**config.mk**
```make
export PLATFORM = sky130hd
export DESIGN_NAME = ttt_turn_scheduler
export DESIGN_NICKNAME = d
export VERILOG_FILES = /design/src/rtl/ttt_turn_scheduler.sv
export SDC_FILE = /design/constraint.sdc
export NUM_CORES = 1
export LEC_CHECK = 0
export ABC_AREA = 1
export CORE_MARGIN = 8
export CORE_UTILIZATION = 53
export CTS_CLUSTER_SIZE = 10
export DETAILED_ROUTE_END_ITERATION = 10
export PLACE_DENSITY = 0.9
export REMOVE_ABC_BUFFERS = 1
export SLEW_MARGIN = 10
export SYNTH_ARGS = -nofsm -noshare
export SYNTH_HDL_FRONTEND = slang
export SYNTH_SLANG_ARGS = --single-unit
```
**constraint.sdc**
```tcl
create_clock -name clk -period 4.5 [get_ports clk]
set_clock_uncertainty 0.2 [all_clocks]
set_input_delay 0.45 -clock clk [delete_from_list [all_inputs] [get_ports clk]]
set_output_delay 0.45 -clock clk [all_outputs]
set_load 0.02 [all_outputs]
```
**src/rtl/ttt_turn_scheduler.sv**
```systemverilog
// Turn scheduler in front of the tic-tac-toe core: alternates players, rejects bad moves,
// forwards legal moves over valid/ready and tracks occupancy and move count.
// Ports: clk, rst (async, active-high), start, p1_req/p1_pos, p2_req/p2_pos, game_over,
//   mv_valid/mv_ready/mv_player/mv_pos (core handshake), turn, occ, move_cnt,
//   illegal, timeout, busy. All outputs registered.
// Optional turn timer enabled by defining TTT_TIMEOUT_EN.
module ttt_turn_scheduler #(
  parameter int FIRST_PLAYER = 1,
  parameter int TIMEOUT_CYC  = 1000,
  parameter int TIMER_W      = 16
) (
  input  logic       clk,
  input  logic       rst,
  input  logic       start,
  input  logic       p1_req,
  input  logic [3:0] p1_pos,
  input  logic       p2_req,
  input  logic [3:0] p2_pos,
  input  logic       game_over,
  output logic       mv_valid,
  input  logic       mv_ready,
  output logic [1:0] mv_player,
  output logic [3:0] mv_pos,
  output logic [1:0] turn,
  output logic [8:0] occ,
  output logic [3:0] move_cnt,
  output logic       illegal,
  output logic       timeout,
  output logic       busy
);

  typedef enum logic [2:0] {
    S_IDLE, S_WAIT_P1, S_WAIT_P2, S_ISSUE, S_DONE
  } state_t;

  localparam state_t FIRST_ST =
    (FIRST_PLAYER == 2) ? S_WAIT_P2 : S_WAIT_P1;
  localparam logic [1:0] FIRST_ID =
    (FIRST_PLAYER == 2) ? 2'd2 : 2'd1;

  if (FIRST_PLAYER != 1 && FIRST_PLAYER != 2) begin : g_bad_first
    $error("FIRST_PLAYER must be 1 or 2");
  end
  if (TIMEOUT_CYC < 1 || TIMEOUT_CYC > 2**TIMER_W) begin : g_bad_tmo
    $error("TIMEOUT_CYC must be in 1..2**TIMER_W");
  end

  state_t     state_q;
  logic       mv_valid_q;
  logic [1:0] mv_player_q;
  logic [3:0] mv_pos_q;
  logic [1:0] turn_q;
  logic [8:0] occ_q;
  logic [3:0] cnt_q;
  logic       illegal_q;
  logic       busy_q;

  logic       in_p2;
  logic       cur_req;
  logic       oth_req;
  logic [3:0] cur_pos;
  logic [1:0] cur_id;
  logic [1:0] oth_id;
  state_t     oth_st;
  logic [8:0] pos_oh;
  logic [8:0] mv_oh;
  logic       legal;
  logic [8:0] occ_d;
  logic [3:0] cnt_d;

  // The player whose turn it is selects which request port is "own".
  always_comb begin
    in_p2   = (state_q == S_WAIT_P2);
    cur_req = in_p2 ? p2_req : p1_req;
    oth_req = in_p2 ? p1_req : p2_req;
    cur_pos = in_p2 ? p2_pos : p1_pos;
    cur_id  = in_p2 ? 2'd2 : 2'd1;
    oth_id  = in_p2 ? 2'd1 : 2'd2;
    oth_st  = in_p2 ? S_WAIT_P1 : S_WAIT_P2;
    for (int k = 0; k < 9; k++) begin
      pos_oh[k] = (cur_pos == 4'(k + 1));
      mv_oh[k]  = (mv_pos_q == 4'(k + 1));
    end
    // An all-zero one-hot means pos 0 or 10..15.
    legal = cur_req && (|pos_oh) && !(|(occ_q & pos_oh));
    occ_d = occ_q | mv_oh;
    cnt_d = cnt_q + 4'd1;
  end

`ifdef TTT_TIMEOUT_EN
  localparam logic [TIMER_W-1:0] TMO_LAST =
    TIMER_W'(TIMEOUT_CYC - 1);
  logic [TIMER_W-1:0] tmr_q;
  logic               timeout_q;
  assign timeout = timeout_q;
`else
  assign timeout = 1'b0;
`endif

  always_ff @(posedge clk or posedge rst) begin
    if (rst) begin
      state_q     <= S_IDLE;
      mv_valid_q  <= 1'b0;
      mv_player_q <= 2'd0;
      mv_pos_q    <= 4'd0;
      turn_q      <= 2'd0;
      occ_q       <= 9'd0;
      cnt_q       <= 4'd0;
      illegal_q   <= 1'b0;
      busy_q      <= 1'b0;
`ifdef TTT_TIMEOUT_EN
      tmr_q       <= '0;
      timeout_q   <= 1'b0;
`endif
    end else begin
      illegal_q <= 1'b0;
`ifdef TTT_TIMEOUT_EN
      timeout_q <= 1'b0;
`endif
      unique case (state_q)
        S_IDLE: begin
          if (start) begin
            state_q <= FIRST_ST;
            turn_q  <= FIRST_ID;
            busy_q  <= 1'b1;
            occ_q   <= 9'd0;
            cnt_q   <= 4'd0;
`ifdef TTT_TIMEOUT_EN
            tmr_q   <= '0;
`endif
          end
        end
        S_WAIT_P1, S_WAIT_P2: begin
`ifdef TTT_TIMEOUT_EN
          tmr_q <= tmr_q + 1'b1;
`endif
          if (!start) begin
            state_q <= S_IDLE;
            turn_q  <= 2'd0;
            busy_q  <= 1'b0;
          end else if (game_over) begin
            state_q <= S_DONE;
            turn_q  <= 2'd0;
          end else begin
            if (oth_req || (cur_req && !legal)) begin
              illegal_q <= 1'b1;
            end
            if (legal) begin
              state_q     <= S_ISSUE;
              mv_valid_q  <= 1'b1;
              mv_player_q <= cur_id;
              mv_pos_q    <= cur_pos;
            end
`ifdef TTT_TIMEOUT_EN
            // A legal move in the expiry cycle wins over the timeout.
            else if (tmr_q == TMO_LAST) begin
              timeout_q <= 1'b1;
              state_q   <= oth_st;
              turn_q    <= oth_id;
              tmr_q     <= '0;
            end
`endif
          end
        end
        S_ISSUE: begin
          if (p1_req || p2_req) begin
            illegal_q <= 1'b1;
          end
          // start is not looked at here; an abort lands in the next WAIT.
          if (mv_ready) begin
            mv_valid_q <= 1'b0;
            occ_q      <= occ_d;
            cnt_q      <= cnt_d;
            if (cnt_d == 4'd9 || game_over) begin
              state_q <= S_DONE;
              turn_q  <= 2'd0;
            end else if (mv_player_q == 2'd1) begin
              state_q <= S_WAIT_P2;
              turn_q  <= 2'd2;
            end else begin
              state_q <= S_WAIT_P1;
              turn_q  <= 2'd1;
            end
`ifdef TTT_TIMEOUT_EN
            tmr_q <= '0;
`endif
          end
        end
        S_DONE: begin
          if (!start) begin
            state_q <= S_IDLE;
            busy_q  <= 1'b0;
          end else if (p1_req || p2_req) begin
            illegal_q <= 1'b1;
          end
        end
        default: begin
          state_q <= S_IDLE;
          turn_q  <= 2'd0;
          busy_q  <= 1'b0;
        end
      endcase
    end
  end

  assign mv_valid  = mv_valid_q;
  assign mv_player = mv_player_q;
  assign mv_pos    = mv_pos_q;
  assign turn      = turn_q;
  assign occ       = occ_q;
  assign move_cnt  = cnt_q;
  assign illegal   = illegal_q;
  assign busy      = busy_q;

endmodule
```
==> impl_metrics.json <==
{
  "hold_end": "turn[1]$_DFFE_PP0P_",
  "crit_arrival_ps": 2300,
  "stdcell_count": 302,
  "min_period_ps": 2280,
  "cts_root_buf": "clkbuf_4",
  "slew_headroom": 0.328,
  "first_global_vias": 1473,
  "hold_viol_final": 0,
  "cp.required_ps": 4520,
  "clk_pin_slew_ps": 140,
  "synth_ff_type": "dfrtp_1",
  "tns_ps": 0,
  "clk_path_buf_depth": 2,
  "cts_tree": "yes",
  "overflow": 0,
  "syn_to_final_growth_pct": 25.0,
  "fin_ws_ps": 2220,
  "avgRoutedWirePerCell_um": 13.2,
  "ff_latch_area_um2": 676,
  "firstDrtPassIters": 5,
  "antenna_found_initial": 0,
  "grtUsageTotal": 0.158,
  "layout-drive-gt1-share": 0.128,
  "place.detailed.hpwl_mm": 3.19,
  "reg2reg_from": "state_q[2]$_DFFE_PP0P_",
  "placed_cells": 298,
  "yosysWarningCount": 0,
  "crit_type": "register to register",
  "drt-total-wl_mm": 4.00,
  "cts_buffers": 3,
  "clock_sinks": 27,
  "synth.area.top_cells": "dfrtp_1, nand2_1, inv_1",
  "netlist_top_cells_count": "nand2_1, inv_1, dfrtp_1",
  "place.gp.congestion": 0.887,
  "clkLatencyLatePin_ps": 310,
  "coreArea_um2": 3050,
  "yosysTopAreaCellShare": 0.399,
  "n_antenna_cell": 0,
  "cts-resized-gates": 0,
  "setup_violations": 0,
  "status": "finished clean",
  "grt_setup_unrepaired": "no",
  "pwr_density_cell_nw_per_um2": 595,
  "grt_max_degree": 28,
  "nFillCells": 275,
  "synth_seq_area_share": 0.399,
  "avgViaCountPerCell": 5.05,
  "hp-class": "register to register",
  "drc": 0,
  "syn_area_um2": 1690,
  "syn_area_per_cell_um2": 7.74,
  "fmax_mhz": 439,
  "slew_violations": 0,
  "worst_hold_slack_ps": 314,
  "worstHoldPathCells": 2,
  "path_max_fanout": 12,
  "dieArea_um2": 5260,
  "crit_path_end_kind": "register",
  "ctsHoldBuffers": 0,
  "worstMarginPinSlew_ps": 1010,
  "synth_edf_count": 0,
  "initialDrtViolationCount": 91,
  "die_x_um": 72.5,
  "syn_inst": 219,
  "synth-adder-area-share": 0.0148,
  "ys_ff_latch": 27,
  "r2r_setup_slack_ps": 2220,
  "io_pins": 40,
  "initial_core_util": 0.555,
  "p_leak_nw": 1.02,
  "synthArstFlopShare": 1.00,
  "ant_nets": 0,
  "ir_drop_uv": 361,
  "yosysMostFrequentCell": "nand2_1",
  "nNetsFinal": 276,
  "h-tree-depth": 1,
  "dieHeight_um": 72.5,
  "post_cts_buffers": 0,
  "row_count": 20,
  "yosys.area_share.simple": 0.370,
  "r2r-end": "mv_pos[0]$_DFFE_PP0P_",
  "multi_input_area_um2": 853,
  "period_share": 0.506,
  "vias": 1525,
  "dp_slack_ps": 2120,
  "startpoint_type": "register",
  "yosysTopAreaCell": "dfrtp_1",
  "muxShareOfSynthArea": 0,
  "drv_cap": 0,
  "synth_cell_types": 33,
  "synth_top_family_by_area": "simple AND/OR/NAND/NOR gates",
  "synth_compound_area_frac": 0.106,
  "grt_pass1_wl_mm": 6.69,
  "numPortBuffers": 38,
  "reg2reg_depth": 12,
  "synth_xor_xnor_area_share": 0.0103,
  "min_from": "turn[1]$_DFFE_PP0P_"
}
cell families after synthesis:
logic type	Yosys count
other	1
AND/OR/NAND/NOR	119
AO/OA/AOI/OAI	32
XOR/XNOR	2
buffers and inverters	36
flip-flops	27
adder cells (fa/ha/maj)	2
flip-flops by register name (all words and copies together), names as in the netlist:
name       count
illegal        1
mv_pos         4
mv_valid       1
occ            9
turn           2
mv_player      2
state_q        3
move_cnt       4
busy           1
cells in the final DEF, fill, tap and decap left out, types with 5 or more instances in the layout:
cell and instances:
inv_1 31, nand2_1 46, nand2_2 10, a21oi_1 9, nand3_1 17, nand2_4 5, dfrtp_1 27, clkdlybuf4s50_1 38
o21ai_0 11, nor2_1 23
layout make-up:
class                      instances  share of cell area
tap                               44              0.0260
sequential                        27               0.319
clock buffer                       4              0.0124
inverter                          33              0.0597
multi-input combinational        156               0.403
timing repair buffer              38               0.180
metrics by stage:
stage | instance area (um2) | power, mW | utilization
6_report | 2120 | 1.26 | 0.693
5_1_grt | 2120 | 1.35 | 0.693
4_1_cts | 2120 | 1.26 | 0.693
3_5_place_dp | 2090 | 1.16 | 0.685
3_3_place_gp | 2090 | 1.14 | 0.685
2_1_floorplan | 1660 | 0.888 | -
power by group:
| part | internal, mW | switching (mW) | total, mW | leakage [nW] |
|---|---|---|---|---|
| Clock | 0.0346 | 0.0681 | 0.103 | 0.0150 |
| Sequential | 0.329 | 0.104 | 0.433 | 0.355 |
| Combinational | 0.284 | 0.438 | 0.723 | 0.653 |
worst max-delay path by stage:
| stage | start | endpoint | slack [ps] | cells past startpoint |
|---|---|---|---|---|
| 2_1_floorplan | state_q[2]$_DFFE_PP0P_ | mv_pos[3]$_DFFE_PP0P_ | 2470 | 14 |
| 5_1_grt | state_q[2]$_DFFE_PP0P_ | mv_pos[3]$_DFFE_PP0P_ | 2010 | 14 |
| 3_3_place_gp | p2_pos[3] | mv_pos[0]$_DFFE_PP0P_ | 2160 | 14 |
| 6_report | state_q[2]$_DFFE_PP0P_ | mv_pos[0]$_DFFE_PP0P_ | 2220 | 12 |
| 3_5_place_dp | p2_pos[3] | mv_pos[0]$_DFFE_PP0P_ | 2120 | 14 |
| 4_1_cts | state_q[2]$_DFFE_PP0P_ | mv_pos[0]$_DFFE_PP0P_ | 2210 | 14 |
critical path: stages, from the launching register on:
cell	delay, ps
dfrtp_1	470
nor2_4	230
nand2_4	160
nand2_1	90
nand2_1	120
a21oi_1	230
nand3_2	110
nor2_4	150
nand2_4	80
nor2_8	150
inv_4	70
nand2_1	70
o21ai_2	50
metal layers:
layer	share of wire	GRT usage	wire length, um	vias up
met2	0.45	0.254	1820	53
li1	-	-	-	776
met1	0.47	0.197	1870	686
met3	0.056	0.0303	222	10
met4	0.023	0.0711	91	0
met5	0	0	0	-
(Power assumes the default switching activity.)
